`config.mk`:
```
export PLATFORM = sky130hd
export DESIGN_NAME = uart_tx_arbiter
export DESIGN_NICKNAME = d
export VERILOG_FILES = /design/src/rtl/uart_pkg.sv /design/src/rtl/uart_tx_arbiter_rr_pick.sv /design/src/rtl/uart_tx_arbiter.sv
export SDC_FILE = /design/constraint.sdc
export NUM_CORES = 1
export LEC_CHECK = 0
export ABC_AREA = 1
export CAP_MARGIN = 20
export CORE_ASPECT_RATIO = 0.6
export CORE_MARGIN = 5
export CORE_UTILIZATION = 25
export DETAILED_ROUTE_END_ITERATION = 10
export DONT_BUFFER_PORTS = 1
export SLEW_MARGIN = 20
export SYNTH_ARGS = -nofsm -noshare
export SYNTH_HDL_FRONTEND = slang
export SYNTH_HIERARCHICAL = 1
export SYNTH_SLANG_ARGS = --single-unit
```
`constraint.sdc`:
```
create_clock -name clock -period 4.2 [get_ports clock]
set_clock_uncertainty 0.1 [all_clocks]
set_input_delay 0.42 -clock clock [delete_from_list [all_inputs] [get_ports clock]]
set_output_delay 0.42 -clock clock [all_outputs]
set_load 0.05 [all_outputs]
```
`src/rtl/uart_pkg.sv`:
```
// Shared definitions for the UART transmit arbiter: FSM states, byte width and
// the pointer wrap helper used for round-robin rotation.
package uart_pkg;

  localparam int UART_CLKS_PER_BIT = 10417;
  localparam int UART_BYTE_W       = 8;

  typedef enum logic [1:0] {
    ARB       = 2'd0,
    START     = 2'd1,
    WAIT_BUSY = 2'd2,
    WAIT_IDLE = 2'd3
  } arb_state_e;

  // Explicit wrap so non-power-of-two requester counts rotate correctly.
  function automatic int wrap_next(input int idx, input int n);
    return (idx + 1 >= n) ? 0 : idx + 1;
  endfunction

endpackage

```
`src/rtl/uart_tx_arbiter_rr_pick.sv`:
```
// Combinational round-robin picker: first set bit of req_mask at or above ptr,
// wrapping at N-1 back to 0. Returns a one-hot grant and its binary index.
module rr_pick #(
  parameter int N = 4,
  parameter int W = 2
) (
  input  logic [N-1:0] req_mask,
  input  logic [W-1:0] ptr,
  output logic [N-1:0] grant,
  output logic [W-1:0] grant_idx,
  output logic         any_grant
);

  always_comb begin
    int cand;
    cand      = 0;
    grant     = '0;
    grant_idx = '0;
    any_grant = 1'b0;
    for (int i = 0; i < N; i++) begin
      cand = int'(ptr) + i;
      if (cand >= N) cand = cand - N;
      if (!any_grant && req_mask[cand]) begin
        any_grant   = 1'b1;
        grant[cand] = 1'b1;
        grant_idx   = W'(cand);
      end
    end
  end

endmodule

```
`src/rtl/uart_tx_arbiter.sv`:
```
// Round-robin arbiter sharing one UART byte transmitter among N_REQ producers.
// Optional message locking is enabled with `define UART_ARB_PKT_LOCK_EN.
module uart_tx_arbiter
  import uart_pkg::*;
#(
  parameter int N_REQ = 4,
  parameter int ID_W  = 2
) (
  input  logic                         clock,
  input  logic                         reset,
  input  logic [N_REQ-1:0]             req_valid,
  input  logic [N_REQ*UART_BYTE_W-1:0] req_data,
  input  logic [N_REQ-1:0]             req_last,
  output logic [N_REQ-1:0]             req_ready,
  output logic                         tx_start,
  output logic [UART_BYTE_W-1:0]       tx_data,
  input  logic                         tx_busy,
  output logic [ID_W-1:0]              grant_id,
  output logic                         arb_busy
);

  arb_state_e             state_q, state_d;
  logic [UART_BYTE_W-1:0] tx_data_q, tx_data_d;
  logic [ID_W-1:0]        grant_id_q, grant_id_d;
  logic [ID_W-1:0]        rr_ptr_q, rr_ptr_d;
  logic                   lock_active_q, lock_active_d;

  logic [N_REQ-1:0] lock_mask;
  logic [N_REQ-1:0] elig_mask;
  logic [N_REQ-1:0] pick_grant;
  logic [ID_W-1:0]  pick_idx;
  logic             pick_any;

`ifndef UART_ARB_PKT_LOCK_EN
  logic unused_req_last;
  assign unused_req_last = ^req_last;
`endif

  // While a message is locked only its owner may be picked.
  assign lock_mask = N_REQ'(1) << grant_id_q;
  assign elig_mask = lock_active_q ? (req_valid & lock_mask) : req_valid;

  rr_pick #(
    .N (N_REQ),
    .W (ID_W)
  ) u_rr_pick (
    .req_mask  (elig_mask),
    .ptr       (rr_ptr_q),
    .grant     (pick_grant),
    .grant_idx (pick_idx),
    .any_grant (pick_any)
  );

  always_comb begin
    state_d       = state_q;
    tx_data_d     = tx_data_q;
    grant_id_d    = grant_id_q;
    rr_ptr_d      = rr_ptr_q;
    lock_active_d = lock_active_q;
    req_ready     = '0;
    tx_start      = 1'b0;
    case (state_q)
      ARB: begin
        // No byte is taken in a reset cycle, so the strobe is gated by reset.
        if (pick_any && reset) begin
          req_ready  = pick_grant;
          tx_data_d  = req_data[UART_BYTE_W*int'(pick_idx) +: UART_BYTE_W];
          grant_id_d = pick_idx;
          state_d    = START;
`ifdef UART_ARB_PKT_LOCK_EN
          lock_active_d = !req_last[pick_idx];
`endif
        end
      end
      START: begin
        tx_start = 1'b1;
        state_d  = WAIT_BUSY;
      end
      WAIT_BUSY: begin
        if (tx_busy) state_d = WAIT_IDLE;
      end
      WAIT_IDLE: begin
        if (!tx_busy) begin
          if (!lock_active_q) rr_ptr_d = ID_W'(wrap_next(int'(grant_id_q), N_REQ));
          state_d = ARB;
        end
      end
      default: state_d = ARB;
    endcase
  end

  always_ff @(posedge clock) begin
    if (!reset) begin
      state_q       <= ARB;
      tx_data_q     <= '0;
      grant_id_q    <= '0;
      rr_ptr_q      <= '0;
      lock_active_q <= 1'b0;
    end else begin
      state_q       <= state_d;
      tx_data_q     <= tx_data_d;
      grant_id_q    <= grant_id_d;
      rr_ptr_q      <= rr_ptr_d;
      lock_active_q <= lock_active_d;
    end
  end

  assign tx_data  = tx_data_q;
  assign grant_id = grant_id_q;
  assign arb_busy = (state_q != ARB);

endmodule
```
==> impl_results.md, run 1 <==
* Cell variety after synth at 23
* Critical Path Sink: req_ready[2]
* Worst Path Arrival at 2.86 ns
* Max-cap violation count at 0
* Slowest CP cell: dfxtp_1
* Layout area overhead at 6.638%
* Cells on worst reg2reg path at 13
* Logic pwr share at 0.475
* Routability congestion estimate at 0.8160
* RSZ-0062 raised after global routing: no
* Post-cts resize count at 0
* # setup viols final at 0
* Initial antenna violation count at 0
* Util after Layout at 0.2743
* Max Fclk at 295.7 MHz
* Worst Setup Start Kind: flop
* Fin nets at 281
* Mapped Area at 1433 um^2
* Hold slack at 0.2045 ns
* Core area at 5570 um^2
* Critical path buffers and inverters at 3
* Number of global-route vias before repair at 1220
* Worst r2r dst: tx_data[3]$_SDFFE_PN0P_
* Period minus WS final at 3.381 ns
* Total global-route track usage at 0.1068
* Worst R2R Start: rr_ptr_q[0]$_SDFFE_PN0P_
* CTS HTree Levels at 1
* Share of power burned in registers at 0.398
* Worst hold path type: primary input to flop
* Register area share after synthesis at 0.1956
* Clock power frac at 0.127
* Synth Register Bits at 14
* Worst Hold Launch: reset
* Pre-antenna DRT Iters at 4
* Vias/cell at 4.500
* Int Power at 0.0004170 W
* First-pass GRT wire length at 6.237 mm
* CP Launch Point: rr_ptr_q[0]$_SDFFE_PN0P_
* Clock Tree Buf Depth at 2
* Tightest Pin Transition at 0.6407 ns
* Rows at 21
* Die Wd at 107.7 um
* Worst IR drop on VDD at 0.1979 mV
* Clock root buffer: clkbuf_8
* Area occupied by multi-input gates at 997.2 um^2
* CP max FO at 11
* CTS tree: yes
* IO Port Bufs at 0
* Die height at 68.64 um
* Drt total wl at 3.957 mm
* Seq. cell area at 280.3 um^2
* Via count at 1368
* CTS sink count at 14
* DRC viols at 0
* DR iter-0 viols at 83
* Leakage power at 0.7502 nW
* Outcome: completed
* Slowest stage delay, CP at 0.59 ns
* Antenna Cells at 0
* Commonest cells after routing, fill and taps aside: nand2_1, nand3_1, inv_1, nor2_1, dfxtp_1
* Clock Latency Late Sink at 0.24 ns
* Initial Util at 0.2572
* Post-DP HPWL at 3.194 mm
* Full die area at 7394 um^2
* Sw frac at 0.6015
* Mapped Nets at 282
* Wire per inst at 13.02 um
* TritonCTS buffer count at 3
* Largest net degree at the start of global routing at 18
* Syn Inst Count at 226
* Final hold violation count at 0
* R2R Setup Slk at 0.85 ns
* CP required at 3.68 ns
* Cts hold-fix bufs at 0
* CP endpoint kind: primary output
* Pwr Total at 0.001046 W
* # fillers at 637
* Antenna Nets Post-Route at 0
* Clock-pin transition on the worst setup and hold timing paths at 0.06 ns
* Fin cells at 304
* Setup CP Type: flop to primary output
* Proportion of layout cells with a drive suffix above 1 at 0.1250
* Ys Warns at 6
* Synth Area per Inst at 6.339 um^2
* Switching Power at 0.0006294 W
* Worst-path cell chain: inv_2, ha_1, inv_1, nand3_1, nand2_1, nor2_1, a21oi_1, nand3_1, inv_1, nor2_2
* Crit. path cell count at 10
* Most common cell after layout, fill and taps aside: nand2_1
* Final Max Tran Viols at 0
* Final worst path period share at 0.8051
* Crit path max-delay family: simple AND/OR/NAND/NOR gates
* Overflow after GRT at 0
* PwrDens at 684.9 nW/um^2
* Max-Slew Margin vs Limit at 0.5717
* Setup TNS at 0 ns
* Placed cell count at 300
* Setup Buffers After CTS at 0
* # IOs at 59
sequential cells by signal (all words and copies together) (netlist names):
register and cells:
grant_id 2, rr_ptr_q 2, state_q 2, tx_data 8
per-layer routing:
metal,global-route usage,routed length [um],up-vias
li1,-,-,730
met1,0.1637,2078,601
met2,0.1478,1644,37
met3,0.03349,234,0
met4,0.009449,0,0
met5,0,0,-
power by group through the flow:
stage	clock network [W]	registers (W)	logic [W]
floorplan	0	0.000398	0.000447
global placement	0	0.000421	0.000493
detailed placement	0	0.000422	0.000502
CTS	0.000137	0.000420	0.000503
global route	0.000143	0.000427	0.000570
finish	0.000133	0.000417	0.000497
synth_stat cells:
library cell   n  area [um^2]
nor2_4         1        11.26
dfxtp_1       14        280.3
nand3_2        8        80.08
o21ai_0        3        15.01
nand2_2        6        37.54
a21oi_1        9        45.04
nand2_4        1        11.26
inv_6          1        8.760
nor2_8         1        20.02
a21boi_0       4        30.03
clkbuf_8       1        13.76
buf_2          3        15.01
nor2_1        16        60.06
buf_12         1        20.02
nand3_1       35        175.2
ha_1          13        162.7
nor2_2         4        25.02
nand2_1       73        274.0
clkinv_1       1        3.750
buf_6          1        11.26
inv_1         20        75.07
nand4_1        8        50.05
inv_2          2        7.510
cell families after synthesis:
logic type / Yosys count / synth area share
and+or+nand+nor: 153 / 0.5197
buffers and inverters: 30 / 0.1083
AOI/OAI and AO/OA: 16 / 0.06288
DFF: 14 / 0.1956
adders and majority gates: 13 / 0.1135
per-stage QoR:
stage          setup WS, ns  instance area, um^2
6_report             0.8187                 1528
2_1_floorplan         1.297                 1433
3_3_place_gp         0.9548                 1473
4_1_cts              0.8110                 1528
3_5_place_dp         0.8662                 1473
5_1_grt              0.5107                 1528
layout make-up:
class / instances / area share
multi-input combinational: 182 / 0.6527
clock buffer: 4 / 0.03604
sequential: 14 / 0.1835
tap: 80 / 0.06552
inverter: 24 / 0.06224
how the worst min path moves through the flow:
| stage | endpoint | slack (ns) | cells past startpoint |
|---|---|---|---|
| 2_1_floorplan | state_q[0]$_SDFFE_PN0P_ | 0.39 | 2 |
| 3_3_place_gp | state_q[1]$_SDFFE_PN0P_ | 0.42 | 2 |
| 3_5_place_dp | state_q[1]$_SDFFE_PN0P_ | 0.42 | 2 |
| 4_1_cts | state_q[1]$_SDFFE_PN0P_ | 0.20 | 2 |
| 5_1_grt | rr_ptr_q[1]$_SDFFE_PN0P_ | 0.21 | 2 |
| 6_report | state_q[1]$_SDFFE_PN0P_ | 0.20 | 2 |
Note: power is estimated with default switching activity, not from simulation.
==> inputs of run 2 (changes only) <==
clock period = 2.8 ns   (was 4.2 ns; I/O delays follow)
==> run 2 against run 1 <==
  * Routed wire length is 1.7% higher
  * Register-to-register slack worse by 0.49 ns
  * Non-clock buffer count increased by 13
  * Sequential power rose by 48%
  * Clock power increased by 45%
  * Die area unchanged
  * Utilization increased by 2.7 points
  * Clock-buffer cell count stayed put
  * Critical endpoint is now req_ready[3]
==> impl_results.md, run 2 (synthesis gave the netlist of run 1 again) <==
* Outcome: completed (unchanged)
* Overflow after GRT at 0 (unchanged)
* Max-cap violation count at 0 (unchanged)
* Final hold violation count at 0 (unchanged)
* Setup WS pre-CTS at 0.3823 ns (was 0.8662 ns)
* Drt total wl at 4.024 mm (was 3.957 mm)
* Vias/cell at 4.577 (was 4.500)
* PwrDens at 992.0 nW/um^2 (was 684.9 nW/um^2)
* TritonCTS buffer count at 3 (unchanged)
* Pre-antenna DRT Iters at 5 (was 4)
* # setup viols final at 0 (unchanged)
* Crit path max-delay family: simple AND/OR/NAND/NOR gates (unchanged)
* DR iter-0 viols at 89 (was 83)
* Slowest stage delay, CP at 0.35 ns (was 0.59 ns)
* Antenna Cells at 0 (unchanged)
* IO Port Bufs at 0 (unchanged)
* CTS sink count at 14 (unchanged)
* Area after DPL at 1613 um^2 (was 1473 um^2)
* Worst Hold Launch: reset (unchanged)
* Worst IR drop on VDD at 0.3201 mV (was 0.1979 mV)
* Layout area overhead at 16.94% (was 6.638%)
* Initial antenna violation count at 0 (unchanged)
* Logic pwr share at 0.513 (was 0.475)
* Worst Setup Start Kind: flop (unchanged)
* Clock Tree Buf Depth at 2 (unchanged)
* Antenna Nets Post-Route at 0 (unchanged)
* Setup TNS at 0 ns (unchanged)
* RSZ-0062 raised after global routing: no (unchanged)
* Final Max Tran Viols at 0 (unchanged)
* Cts hold-fix bufs at 0 (unchanged)
* # fillers at 635 (was 637)
* Die Wd at 107.7 um (unchanged)
* Crit path top cell by count: nand2_1
* Most common cell after layout, fill and taps aside: nand2_1 (unchanged)
* Switching Power at 0.0009580 W (was 0.0006294 W)
* Full die area at 7394 um^2 (unchanged)
* Die height at 68.64 um (unchanged)
* DRC viols at 0 (unchanged)
* Worst R2R Start: rr_ptr_q[0]$_SDFFE_PN0P_ (unchanged)
* Core area at 5570 um^2 (unchanged)
* Largest net degree at the start of global routing at 18 (unchanged)
* Share of power burned in registers at 0.371 (was 0.398)
* Clock Latency Late Sink at 0.24 ns (about the same)
* Initial Util at 0.2572 (unchanged)
* Fin nets at 294 (was 281)
* CTS HTree Levels at 1 (unchanged)
* Tightest Pin Transition at 0.6091 ns (was 0.6407 ns)
* Wire per inst at 12.69 um (was 13.02 um)
* Period minus WS final at 2.558 ns
* Proportion of layout cells with a drive suffix above 1 at 0.1730 (was 0.1250)
* Number of flip-flops in the largest register at 8 (unchanged)
* CP max FO at 15 (was 11)
* CP required at 2.42 ns (was 3.68 ns)
* Max Fclk at 390.9 MHz
* Slowest CP cell: ha_1 (was dfxtp_1)
* Total global-route track usage at 0.1051 (was 0.1068)
* Clock power frac at 0.116 (was 0.127)
* Setup CP Type: flop to primary output (unchanged)
* Clock root buffer: clkbuf_8 (unchanged)
* Number of global-route vias before repair at 1234 (was 1220)
* Via count at 1451 (was 1368)
* Post-route setup slack at 0.2420 ns (was 0.8187 ns)
* Rows at 21 (unchanged)
* Commonest cells after routing, fill and taps aside: nand2_1, nand3_1, inv_1, nor2_1, dfxtp_1 (unchanged)
* Routability congestion estimate at 0.8077 (was 0.8160)
* Sw frac at 0.5764 (was 0.6015)
* Final worst path period share at 0.9136
* Worst-path cell chain: inv_2, ha_1, inv_1, nand2_1, nand2_1, nor2_4, nand4_1, nand2_4, nor2_8, inv_6, nor2_2, buf_12 (was inv_2, ha_1, inv_1, nand3_1, nand2_1, nor2_1, a21oi_1, nand3_1, inv_1, nor2_2)
* First-pass GRT wire length at 6.161 mm (was 6.237 mm)
* Leakage power at 0.8280 nW (was 0.7502 nW)
* Post-cts resize count at 0 (unchanged)
* Final Instance Area at 1675 um^2 (was 1528 um^2)
* CP endpoint kind: primary output (unchanged)
* Worst Path Arrival at 2.18 ns (was 2.86 ns)
* Max-Slew Margin vs Limit at 0.5934 (was 0.5717)
* # IOs at 59 (unchanged)
* CP Launch Point: rr_ptr_q[0]$_SDFFE_PN0P_ (unchanged)
* Worst hold path type: primary input to flop (unchanged)
* Critical path buffers and inverters at 4 (was 3)
* Post-DP HPWL at 3.246 mm (was 3.194 mm)
* Int Power at 0.0007039 W (was 0.0004170 W)
* Clock-pin transition on the worst setup and hold timing paths at 0.06 ns (about the same)
* CTS tree: yes (unchanged)
## run 2: cell types whose count changed in the layout (fill, tap and decap cells not counted)
| cell | delta |
|---|---|
| buf_4 | +9 |
| buf_12 | +4 |
## run 2: final cells by class
type / count / area, um^2 / share of cell area
timing repair buffer: 13 / 147.6 / 0.08813
sequential: 14 / 280.3 / 0.1673
multi-input combinational: 182 / 997.2 / 0.5952
inverter: 24 / 95.09 / 0.05676
clock buffer: 4 / 55.05 / 0.03286
tap: 80 / 100.1 / 0.05975
## run 2: stage by stage
stage          utilization  power, W  std cells  hold WS [ns]
6_report            0.3008  0.001662        317       0.06019
5_1_grt             0.3008  0.001803        317       0.05496
4_1_cts             0.2994  0.001674        316       0.05500
3_5_place_dp        0.2895  0.001473        312        0.3130
3_3_place_gp        0.2895  0.001459        312        0.3136
2_1_floorplan            -  0.001267        226        0.3219
## run 2: layer usage
| layer | GRT usage | wire [um] | vias to the layer above |
|---|---|---|---|
| li1 | - | - | 756 |
| met1 | 0.1557 | 2054 | 654 |
| met2 | 0.1525 | 1714 | 41 |
| met3 | 0.03628 | 255 | 0 |
| met4 | 0.004724 | 0 | 0 |
| met5 | 0 | 0 | - |
## run 2: worst register-to-register path: stages (launching register included)
cell and delay [ns]:
dfxtp_1 0.34, buf_4 0.19, nand2_1 0.10, nand2_1 0.08
nand2_1 0.05, nand2_1 0.21, inv_1 0.20, nand3_1 0.13
nand3_1 0.30, inv_2 0.34, nand2_1 0.09, nand3_1 0.07
nand3_1 0.11, nand2_1 0.07
## run 2: final timing paths
kind	end	slack, ns	cells past startpoint
worst max-delay path	req_ready[3]	0.24	12
worst min-delay path	state_q[1]$_SDFFE_PN0P_	0.06	2
worst max register to register	tx_data[6]$_SDFFE_PN0P_	0.36	13
worst min register to register	state_q[1]$_SDFFE_PN0P_	0.42	2
## run 2: power by group through the flow
stage / clock [W] / sequential, W / combinational [W]
final: 0.000193 / 0.000616 / 0.000852
after global routing: 0.000209 / 0.000630 / 0.000964
after CTS: 0.000200 / 0.000622 / 0.000853
after detailed placement: 0 / 0.000626 / 0.000847
after global placement: 0 / 0.000625 / 0.000835
after floorplan: 0 / 0.000596 / 0.000671
## run 2: timing repair
item / in CTS / in global routing
buffers inserted: 0 / 1
endpoints found under the setup margin: 0 / 4
endpoints found under the hold margin: 0 / 0
==> inputs of run 3 (changes only) <==
CORE_MARGIN = not set   (was 5)
==> run 3 against run 2 <==
  * First-iteration DRC count is 55% lower
  * Combinational power is 2% lower
  * Worst hold slack worse by 0.00082 ns
  * Fmax is 0.68% higher
  * Die area is 18% lower
  * Utilization is 1.5 points higher
  * Non-clock buffer count is 1 lower
  * Routed wire length is 6.3% lower
==> impl_results.md, run 3 (synthesis gave the netlist of run 1 again) <==
* Max-Slew Margin vs Limit at 0.6125 (was 0.5934)
* Seq. cell area at 280.3 um^2 (unchanged)
* Full die area at 6047 um^2 (was 7394 um^2)
* Crit path top cell by count: nand2_1 (unchanged)
* Overflow after GRT at 0 (unchanged)
* Most common cell after layout, fill and taps aside: nand2_1 (unchanged)
* Routability congestion estimate at 0.8032 (was 0.8077)
* Max Fclk at 393.6 MHz (was 390.9 MHz)
* Clock Tree Buf Depth at 2 (unchanged)
* CP endpoint kind: primary output (unchanged)
* Via count at 1421 (was 1451)
* DR iter-0 viols at 40 (was 89)
* Number of flip-flops in the largest register at 8 (unchanged)
* # fillers at 572 (was 635)
* Switching Power at 0.0009497 W (was 0.0009580 W)
* Die Wd at 99.73 um (was 107.7 um)
* # setup viols final at 0 (unchanged)
* Wire per inst at 12.05 um (was 12.69 um)
* Antenna Cells at 0 (unchanged)
* CP required at 2.42 ns (about the same)
* Clock root buffer: clkbuf_8 (unchanged)
* Area occupied by multi-input gates at 1002 um^2 (was 997.2 um^2)
* PwrDens at 988.6 nW/um^2 (was 992.0 nW/um^2)
* Initial antenna violation count at 0 (unchanged)
* Core area at 5280 um^2 (was 5570 um^2)
* Total global-route track usage at 0.1252 (was 0.1051)
* Setup CP Type: flop to primary output (unchanged)
* Clock Latency Late Sink at 0.25 ns (was 0.24 ns)
* Outcome: completed (unchanged)
* Die height at 60.64 um (was 68.64 um)
* Antenna Nets Post-Route at 0 (unchanged)
* Worst Setup Start Kind: flop (unchanged)
* Final hold violation count at 0 (unchanged)
* Vias/cell at 4.540 (was 4.577)
* Final worst path period share at 0.9074 (was 0.9136)
* Largest net degree at the start of global routing at 18 (unchanged)
* Share of power burned in registers at 0.370 (was 0.371)
* Critical Path Sink: req_ready[3] (unchanged)
* Tightest Pin Transition at 0.5805 ns (was 0.6091 ns)
* R2R Setup Slk at 0.40 ns (was 0.36 ns)
* RSZ-0062 raised after global routing: no (unchanged)
* Clock power frac at 0.122 (was 0.116)
* Leakage power at 0.8280 nW (about the same)
* CP Launch Point: rr_ptr_q[0]$_SDFFE_PN0P_ (unchanged)
* Initial Util at 0.2713 (was 0.2572)
* Setup TNS at 0 ns (unchanged)
* Fin nets at 293 (was 294)
* Setup WS pre-CTS at 0.2644 ns (was 0.3823 ns)
* TritonCTS buffer count at 3 (unchanged)
* Worst r2r dst: tx_data[1]$_SDFFE_PN0P_ (was tx_data[6]$_SDFFE_PN0P_)
* Post-DP HPWL at 2.922 mm (was 3.246 mm)
* Worst R2R Start: rr_ptr_q[1]$_SDFFE_PN0P_ (was rr_ptr_q[0]$_SDFFE_PN0P_)
* # IOs at 59 (unchanged)
* Cells on worst reg2reg path at 13 (unchanged)
* First-pass GRT wire length at 5.740 mm (was 6.161 mm)
* Layout area overhead at 16.51% (was 16.94%)
* CTS tree: yes (unchanged)
* Slowest stage delay, CP at 0.34 ns (was 0.35 ns)
* Final Max Tran Viols at 0 (unchanged)
* Post-route setup slack at 0.2594 ns (was 0.2420 ns)
* DRC viols at 0 (unchanged)
* Sw frac at 0.5756 (was 0.5764)
* Commonest cells after routing, fill and taps aside: nand2_1, nand3_1, inv_1, nor2_1, dfxtp_1 (unchanged)
* IO Port Bufs at 0 (unchanged)
* CP max FO at 15 (unchanged)
* Pre-antenna DRT Iters at 4 (was 5)
* Int Power at 0.0007003 W (was 0.0007039 W)
* Rows at 20 (was 21)
* Worst IR drop on VDD at 0.3439 mV (was 0.3201 mV)
* Max-cap violation count at 0 (unchanged)
* Period minus WS final at 2.541 ns (was 2.558 ns)
* Slowest CP cell: dfxtp_1 (was ha_1)
* Cts hold-fix bufs at 0 (unchanged)
* Worst Path Arrival at 2.16 ns (was 2.18 ns)
* Worst-path cell chain: inv_2, ha_1, inv_1, nand2_1, nand2_1, nor2_4, nand4_1, nand2_4, nor2_8, inv_6, nor2_2, buf_12 (unchanged)
* Drt total wl at 3.771 mm (was 4.024 mm)
* Proportion of layout cells with a drive suffix above 1 at 0.1737 (was 0.1730)
* CTS sink count at 14 (unchanged)
* Worst hold path type: primary input to flop (unchanged)
* Logic pwr share at 0.508 (was 0.513)
* CTS HTree Levels at 1 (unchanged)
* Clock-pin transition on the worst setup and hold timing paths at 0.06 ns (about the same)
* Number of global-route vias before repair at 1176 (was 1234)
[run 3: worst min path at each step]
stage,end,depth (start not counted),slack [ns],startpoint
after floorplan,grant_id[0]$_SDFFE_PN0P_,2,0.32,reset
after global placement,state_q[1]$_SDFFE_PN0P_,2,0.31,reset
after detailed placement,state_q[1]$_SDFFE_PN0P_,2,0.32,reset
after CTS,state_q[1]$_SDFFE_PN0P_,2,0.05,reset
after global routing,rr_ptr_q[1]$_SDFFE_PN0P_,2,0.06,reset
final,state_q[1]$_SDFFE_PN0P_,2,0.06,reset
[run 3: area by class of cell]
class                   count  area share
inverters                  24     0.05697
well taps                  77     0.05772
multi-input cells         182      0.6004
clock buffers               4     0.03298
flip-flops and latches     14      0.1679
repair buffers             12     0.08396
[run 3: repair_timing]
item	in CTS	in global routing
buffers inserted	0	1
setup endpoints to repair	0	5
hold endpoints to repair	0	0
gates resized for setup	0	1
[run 3: worst max-delay path, delay by kind of cell, from the launching register on]
family	cells	cell delay [ns]
DFF	1	0.34
and+or+nand+nor	7	0.78
buffers and inverters	4	0.44
adders and majority gates	1	0.34
[run 3: power groups by stage]
stage	clock network, W	logic, W	registers [W]
final	0.000201	0.000838	0.000611
after global routing	0.000218	0.000948	0.000623
after CTS	0.000213	0.000845	0.000613
after detailed placement	0	0.000840	0.000618
after global placement	0	0.000830	0.000615
after floorplan	0	0.000671	0.000596
[run 3: per-layer routing]
layer  part of all wire  routed length (um)  track usage  vias to the layer above
met5                  0                   0            0                        -
met4             0.0034                  13      0.02521                        0
met1               0.51                1919       0.1707                      622
li1                   -                   -            -                      753
met2               0.41                1533       0.1931                       44
met3              0.081                 304      0.04378                        2
[run 3: stage by stage]
step / utilization / cells / area [um^2] / hold slack (ns) / total power (W)
CTS: 0.3137 / 312 / 1657 / 0.04687 / 0.001671
global route: 0.3161 / 313 / 1669 / 0.05888 / 0.001789
global placement: 0.3033 / 308 / 1602 / 0.3094 / 0.001445
detailed placement: 0.3033 / 308 / 1602 / 0.3171 / 0.001458
finish: 0.3161 / 313 / 1669 / 0.05937 / 0.001650
floorplan: - / 226 / 1433 / 0.3219 / 0.001267
